File: config.mk
export PLATFORM = sky130hd
export DESIGN_NAME = counter_seq_flat
export DESIGN_NICKNAME = d
export VERILOG_FILES = /design/src/rtl/counter_seq_if.sv /design/src/rtl/counter_seq.sv /design/src/flat_wrapper.sv
export SDC_FILE = /design/constraint.sdc
export NUM_CORES = 1
export LEC_CHECK = 0
export ABC_AREA = 1
export CAP_MARGIN = 20
export CORE_AREA = 2 2 56 63
export DETAILED_ROUTE_END_ITERATION = 8
export DIE_AREA = 0 0 58 65
export GPL_ROUTABILITY_DRIVEN = 1
export HOLD_SLACK_MARGIN = 0.06
export PLACE_DENSITY = 0.77
export SLEW_MARGIN = 10
export SYNTH_ARGS = -nofsm -noshare
export SYNTH_HDL_FRONTEND = slang
export SYNTH_SLANG_ARGS = --single-unit
File: constraint.sdc
create_clock -name clk -period 1.8 [get_ports clk]
set_input_delay 0.18 -clock clk [delete_from_list [all_inputs] [get_ports clk]]
set_output_delay 0.18 -clock clk [all_outputs]
set_load 0.02 [all_outputs]
File: src/rtl/counter_seq_if.sv
// Command-side handshake bundle for counter_seq: command offer/accept, abort,
// and completion status returned to the requester.
interface counter_seq_if #(
    parameter int unsigned STEP_W = 8
);
    logic              cmd_valid;
    logic [1:0]        cmd_op;
    logic [STEP_W-1:0] cmd_arg;
    logic              cmd_ready;
    logic              abort;
    logic              done;
    logic              sat_hit;
    logic [STEP_W-1:0] steps_done;

    modport master (
        output cmd_valid, cmd_op, cmd_arg, abort,
        input  cmd_ready, done, sat_hit, steps_done
    );

    modport slave (
        input  cmd_valid, cmd_op, cmd_arg, abort,
        output cmd_ready, done, sat_hit, steps_done
    );
endinterface

File: src/rtl/counter_seq.sv
// Command sequencer driving an external up/down counter (LOAD, UP, DOWN, RTZ).
// Define COUNTER_SEQ_SAT_EN to make UP/DOWN stop early at max_count/zero.
module counter_seq #(
    parameter int unsigned WIDTH  = 4,
    parameter int unsigned STEP_W = 8
) (
    input  logic             clk,
    input  logic             rst,
    counter_seq_if.slave     bus,
    output logic             load_n,
    output logic             ce,
    output logic             up_down,
    output logic [WIDTH-1:0] data_load,
    input  logic [WIDTH-1:0] count_out,
    input  logic             max_count,
    input  logic             zero
);
    localparam logic [1:0] S_IDLE  = 2'd0;
    localparam logic [1:0] S_LOAD  = 2'd1;
    localparam logic [1:0] S_COUNT = 2'd2;
    localparam logic [1:0] S_DONE  = 2'd3;

    localparam logic [1:0] OP_LOAD = 2'd0;
    localparam logic [1:0] OP_UP   = 2'd1;
    localparam logic [1:0] OP_DOWN = 2'd2;
    localparam logic [1:0] OP_RTZ  = 2'd3;

    logic [1:0]        state, state_nxt;
    logic [1:0]        op_q, op_nxt;
    logic [STEP_W-1:0] rem_q, rem_nxt;
    logic [STEP_W-1:0] steps_q, steps_nxt;
    logic              ready;
    logic              accept;
    logic              sat_stop;
    logic              sat_set;

    assign ready          = (state == S_IDLE) && !bus.abort;
    assign accept         = bus.cmd_valid && ready;
    assign bus.cmd_ready  = ready;
    assign bus.done       = (state == S_DONE);
    assign bus.steps_done = steps_q;

`ifdef COUNTER_SEQ_SAT_EN
    logic sat_q;

    assign sat_stop = ((op_q == OP_UP) && max_count) || ((op_q == OP_DOWN) && zero);

    // Early-stop flag, reported alongside done and held until the next accept
    always_ff @(posedge clk) begin
        if (rst) begin
            sat_q <= 1'b0;
        end else if (accept) begin
            sat_q <= 1'b0;
        end else if (sat_set) begin
            sat_q <= 1'b1;
        end
    end

    assign bus.sat_hit = sat_q;
`else
    assign sat_stop    = 1'b0;
    assign bus.sat_hit = 1'b0;
`endif

    // count_out is observed only by the requester; it carries no control meaning here
    logic unused_inputs;
    assign unused_inputs = ^{count_out, max_count, sat_set};

    always_ff @(posedge clk) begin
        if (rst) begin
            state   <= S_IDLE;
            op_q    <= OP_LOAD;
            rem_q   <= '0;
            steps_q <= '0;
        end else begin
            state   <= state_nxt;
            op_q    <= op_nxt;
            rem_q   <= rem_nxt;
            steps_q <= steps_nxt;
        end
    end

    // Next state and counter-side strobes; abort gates strobes in the same cycle
    always_comb begin
        state_nxt = state;
        op_nxt    = op_q;
        rem_nxt   = rem_q;
        steps_nxt = steps_q;
        sat_set   = 1'b0;
        load_n    = 1'b1;
        ce        = 1'b0;
        up_down   = 1'b1;
        data_load = '0;

        case (state)
            S_IDLE: begin
                if (accept) begin
                    op_nxt    = bus.cmd_op;
                    rem_nxt   = bus.cmd_arg;
                    steps_nxt = '0;
                    state_nxt = (bus.cmd_op == OP_LOAD) ? S_LOAD : S_COUNT;
                end
            end
            S_LOAD: begin
                data_load = rem_q[WIDTH-1:0];
                if (bus.abort) begin
                    state_nxt = S_IDLE;
                end else begin
                    load_n    = 1'b0;
                    state_nxt = S_DONE;
                end
            end
            S_COUNT: begin
                up_down = (op_q == OP_UP);
                if (bus.abort) begin
                    state_nxt = S_IDLE;
                end else if (op_q == OP_RTZ) begin
                    if (zero) begin
                        state_nxt = S_DONE;
                    end else begin
                        ce        = 1'b1;
                        steps_nxt = (&steps_q) ? steps_q : steps_q + STEP_W'(1);
                    end
                end else if (rem_q == '0) begin
                    state_nxt = S_DONE;
                end else if (sat_stop) begin
                    sat_set   = 1'b1;
                    state_nxt = S_DONE;
                end else begin
                    ce        = 1'b1;
                    rem_nxt   = rem_q - STEP_W'(1);
                    steps_nxt = steps_q + STEP_W'(1);
                    if (rem_q == STEP_W'(1)) begin
                        state_nxt = S_DONE;
                    end
                end
            end
            default: begin
                state_nxt = S_IDLE;
            end
        endcase
    end
endmodule

File: src/flat_wrapper.sv
// flat-port wrapper written by rule: the top's interface ports become plain ports
module counter_seq_flat 
#(
    parameter int unsigned WIDTH  = 4,
    parameter int unsigned STEP_W = 8
)
  (clk, rst, load_n, ce, up_down, data_load, count_out, max_count, zero, bus_cmd_valid, bus_cmd_op, bus_cmd_arg, bus_abort, bus_cmd_ready, bus_done, bus_sat_hit, bus_steps_done);
  counter_seq_if #(.STEP_W(STEP_W)) bus_i ();
  input  logic clk;
  input  logic rst;
  output logic load_n;
  output logic ce;
  output logic up_down;
  output logic [WIDTH-1:0] data_load;
  input  logic [WIDTH-1:0] count_out;
  input  logic max_count;
  input  logic zero;
  input wire logic [$bits(bus_i.cmd_valid)-1:0] bus_cmd_valid;
  input wire logic [$bits(bus_i.cmd_op)-1:0] bus_cmd_op;
  input wire logic [$bits(bus_i.cmd_arg)-1:0] bus_cmd_arg;
  input wire logic [$bits(bus_i.abort)-1:0] bus_abort;
  output wire logic [$bits(bus_i.cmd_ready)-1:0] bus_cmd_ready;
  output wire logic [$bits(bus_i.done)-1:0] bus_done;
  output wire logic [$bits(bus_i.sat_hit)-1:0] bus_sat_hit;
  output wire logic [$bits(bus_i.steps_done)-1:0] bus_steps_done;
  assign bus_i.cmd_valid = bus_cmd_valid;
  assign bus_i.cmd_op = bus_cmd_op;
  assign bus_i.cmd_arg = bus_cmd_arg;
  assign bus_i.abort = bus_abort;
  assign bus_cmd_ready = bus_i.cmd_ready;
  assign bus_done = bus_i.done;
  assign bus_sat_hit = bus_i.sat_hit;
  assign bus_steps_done = bus_i.steps_done;
  counter_seq #(.WIDTH(WIDTH), .STEP_W(STEP_W)) u_core (.clk(clk), .rst(rst), .bus(bus_i), .load_n(load_n), .ce(ce), .up_down(up_down), .data_load(data_load), .count_out(count_out), .max_count(max_count), .zero(zero));
endmodule
Word-level counts from Yosys, hierarchy flattened
Cells that the tools add are included.
- bits in registers: 20
- logic and storage cells: 63
- bits of input ports: 20
- output and inout bits: 18
- multiplexer cells: 30
- reduce and logical (&&, ||, !) cells: 12
- equality and inequality tests: 15
- add/subtract/negate cells: 2
- operators by type and width (operator ; count):
    8-bit 2-to-1 mux ; 10
    8-bit one-hot mux with 2 select lines ; 2
    2-bit 2-to-1 mux ; 8
    8-bit by 1-bit adder with 8-bit output, second input constant ; 1
    8-bit by 1-bit == test with 1-bit output, second input constant ; 1
    8-bit logical NOT ; 1
    1-bit 2-to-1 mux ; 8
    8-bit AND reduction ; 1
    8-bit by 1-bit subtractor with 8-bit output, second input constant ; 1
    2-bit == test, second input constant ; 3
    2-bit != test, second input constant ; 3
    3-bit != test, second input constant ; 2
    2-bit one-hot mux with 3 select lines ; 1
    6-bit AND reduction ; 1
    5-bit by 2-bit != test with 1-bit output, second input constant ; 1
    5-bit AND reduction ; 1
    2-bit by 1-bit == test with 1-bit output, second input constant ; 2
    2-bit logical NOT ; 2
    4-bit 2-to-1 mux ; 1
    4-bit != test, second input constant ; 1
    3-bit by 2-bit != test with 1-bit output, second input constant ; 1
    3-bit AND reduction ; 1
    1-bit logical AND ; 2
    2-bit by 1-bit != test with 1-bit output, second input constant ; 1
    3 further kinds ; 3

Depth between registers and ports, before layout
- depth after elaboration: 6
- mapped depth: 11
- depth with buffers taken out: 11

Worst setup path before layout
OpenSTA, ideal clock, no wires.
- path kind: register to register
- start: register u_core.state[0]
- end: register u_core.rem_q[7]
- cell stages (with the launch flop): 11
- required time: 1.687 ns
- path slack: 0.248 ns
- library setup time: 0.113 ns
- clock period less this slack: 1.552 ns
- path buffers: 1
- arrival: 1.439 ns
- cells stage by stage: dfxtp_1 -> inv_1 -> ha_1 -> nand2_1 -> o21ai_2 -> nand2_2 -> nor2_2 -> buf_6 -> nand2_1 -> nand2_1 -> a21oi_2
- longest elaborated chain between the ends: 5
- elaborated cells between the ends (all ways): 11
- classes of those cells: eq/ne: 5; mux: 1; reduce/logical: 5
- ends and longest elaborated chain (element ; line ; text):
    start: declaration ; counter_seq.sv:28 ; logic [1:0] state, state_nxt;
    start signal: assignment ; counter_seq.sv:76 ; state <= state_nxt;
    2-bit logical NOT ; counter_seq.sv:37, counter_seq.sv:95 ;
    1-bit logical AND ; counter_seq.sv:37 ; assign ready = (state == S_IDLE) && !bus.abort;
    1-bit logical AND ; counter_seq.sv:38 ; assign accept = bus.cmd_valid && ready;
    2-bit by 1-bit != test with 1-bit output (no line) ; -- ;
    5-bit AND reduction (no line) ; -- ;
    end signal: assignment ; counter_seq.sv:78 ; rem_q <= rem_nxt;
    end: declaration ; counter_seq.sv:30 ; logic [STEP_W-1:0] rem_q, rem_nxt;
Several ways; a longest one is shown, not always the timed one.
A chain may end at the register's enable or synchronous reset.

Final worst setup path
- start: register u_core.state[1]
- end: output port up_down
- longest elaborated chain between the ends: 2
- ends and longest elaborated chain (element ; line ; text):
    2-bit == test ; counter_seq.sv:95 ; case (state)
    1-bit 2-to-1 mux ; counter_seq.sv:95 ;
    end: declaration ; flat_wrapper.sv:13 ; output logic up_down;
No other way between the ends.

==> impl_metrics.yaml <==
yosys:
  ys_types: 29
  synth_nets: 266
  synth_area_sq_um: 1450
  synthMuxAreaShare: 0.00691
  synthAdderAreaFrac: 0.0691
  ys_ff_latch: 20
  synth-xor-area-share: 0.00605
  ys_warn_count: 0
  synth_cells: 238
  synth_simple_gate_area_share: 0.359
  synth-compound-area-share: 0.158
  avgSynthCellArea_sq_um: 6.08
  yosysSeqAreaShare: 0.277
  synth_top_family_by_area: "simple AND/OR/NAND/NOR gates"
floorplanning:
  die_x_um: 58
  die_h_um: 65
  start_util: 0.453
  rows: 22
  io_pins: 38
  core_sq_um: 3190
  die_area_sq_um: 3770
power:
  seqPwrFrac: 0.276
  power.leakage_nw: 0.959
  clockPowerShare: 0.118
  power_density_nw_per_um2: 1180
  p_total_mw: 2.34
  p_int_mw: 1.29
  combinationalPowerShare: 0.606
  max-vdd-ir-drop_v: 0.000638
  sw_frac_of_total: 0.448
  p_sw_mw: 1.05
finish:
  fin_nets: 315
  final_area_sq_um: 1980
  synthToLayoutAreaGrowth_pct: 36.6
  drive_gt1_frac: 0.157
  fillers: 296
  num_antenna_cells: 0
  fin_util: 0.620
global_routing:
  grt_pass1_wl_mm: 5.88
  grt_pass1_vias: 1428
  grtUsageTotal: 0.198
  grt_max_degree: 17
  grt_antenna_before_repair: 0
  overflow: 0
timing:
  hold_viol: 0
  rsz0062_at_grt: "no"
  fin_crit_sh: 0.934
  final-max-slew-violation-count: 0
  fmax_ghz: 0.595
  skew_ps: 10.8
  fin_crit_ps: 1680
  setup_viol: 0
  setup_ws_ps: 119
placed_design:
  place_area_sq_um: 1890
  place.gp.congestion: 0.898
  io_buffers: 31
  hpwl_mm: 2.59
  pre_cts_slack_ps: -57.5
clocking:
  cts_tree: "done"
  htree_levels: 1
  cts_root_buf: "clkbuf_4"
  clk_latency_ps: 320
  cts_sinks: 20
  clk_pin_slew_worst_paths_ps: 130
  cts_buffers: 3
  clockBufferDepth: 2
  postCtsHoldBufs: 0
critical_path:
  cp_max_fo: 14
  worstSetupStartpointType: "register"
  critPathCaptureType: "output pin"
  cp.arrival_ps: 1500
  crit_type: "reg2out"
  cp.required_ps: 1620
drt:
  viasPerCell: 4.94
  vias: 1590
  first_pass_iters: 4
  wl_mm: 3.49
  ant_nets: 0
  post_drt_wl_per_cell_um: 10.9
  drt_iter0_drc: 40
  drc: 0
run_status:
  status: "completed"
min_path:
  hold_class: "reg2reg"
job:
  maxCapViolations: 0
-- per-stage QoR --
step                      hold slack, ps  std cells  setup TNS, ps
final                                481        322              0
after global placement               458        316          -60.8
after floorplan                      242        238              0
after detailed placement             463        316          -57.5
after CTS                            476        320              0
after global routing                 480        322              0
-- metal layers --
metal / global-route usage / vias up / share of wire
li1: - / 849 / -
met1: 0.234 / 697 / 0.45
met2: 0.344 / 37 / 0.49
met3: 0.0240 / 7 / 0.035
met4: 0.102 / 0 / 0.021
met5: 0 / - / 0
-- state kept, by name, summed over array words and instances, names as in the netlist --
register               cells
u_core.bus.steps_done      8
u_core.rem_q               8
u_core.op_q                2
u_core.state               2
-- repair_timing --
item	in CTS	in global routing
gates resized for setup	11	18
setup buffers	0	2
pin swaps	0	2
endpoints found under the setup margin	8	16
-- critical path, stage by stage (launching register included) --
cell	delay (ps)
dfxtp_1	390
ha_2	220
buf_6	150
o21ai_0	100
dlygate4sd2_1	330
-- final cells by class --
class,count,area [sq um],area share
inverters,37,139,0.0702
multi-input cells,175,911,0.460
repair buffers,50,445,0.225
clock buffers,4,36.3,0.0183
well taps,36,45.0,0.0228
flip-flops and latches,20,402,0.203
-- cells in the mapped netlist, drive strengths merged --
master,number,share of area
nor3,2,0.0069
or2,1,0.0043
o21a,1,0.0052
xor2,1,0.0061
nand2,70,0.18
o211ai,2,0.010
dfxtp,20,0.28
nand4,6,0.026
a21oi,22,0.081
inv,37,0.096
nand3,18,0.069
conb,1,0.0026
clkbuf,1,0.0026
a22oi,1,0.0052
o21ai,14,0.051
ha,8,0.069
buf,5,0.023
a21o,1,0.0052
nor2,26,0.069
mux2i,1,0.0069
-- cells in the final DEF (no fill, tap or decap), types with 2 or more instances in the layout --
| master | count |
|---|---|
| nand2_1 | 68 |
| dfxtp_1 | 19 |
| o21ai_1 | 3 |
| clkdlybuf4s50_1 | 22 |
| a21oi_2 | 2 |
| buf_6 | 2 |
| nand3_2 | 3 |
| nor2_1 | 21 |
| a21oi_1 | 20 |
| nand4_1 | 6 |
| o21ai_0 | 10 |
| nand2_2 | 2 |
| nor2_2 | 4 |
| clkbuf_4 | 3 |
| inv_2 | 2 |
| nand3_1 | 15 |
| ha_1 | 6 |
| ha_2 | 2 |
| o211ai_1 | 2 |
| inv_1 | 35 |
| dlygate4sd2_1 | 6 |
| buf_4 | 17 |
-- cells by family after synthesis --
group	count (synthesis)
AO/OA/AOI/OAI	41
XOR/XNOR	1
adder cells (fa/ha/maj)	8
buffers and inverters	43
flip-flops	20
multiplexers	1
other	1
AND/OR/NAND/NOR	123
-- final timing paths --
check / from / end / slack [ps] / depth (start not counted)
worst min-delay path: u_core.rem_q[6] / u_core.rem_q[6] / 480 / 2
worst max-delay path: u_core.state[1] / up_down / 120 / 4
worst min register to register: u_core.rem_q[6] / u_core.rem_q[6] / 480 / 2
worst max register to register: u_core.state[1] / u_core.rem_q[5] / 150 / 11
-- power groups by stage --
stage	logic, mW	registers, mW	clock network, mW
after global routing	1.60	0.663	0.304
after CTS	1.33	0.639	0.286
after floorplan	0.841	0.673	0
final	1.42	0.647	0.276
after detailed placement	1.34	0.650	0
after global placement	1.31	0.646	0
(Power assumes the default switching activity.)
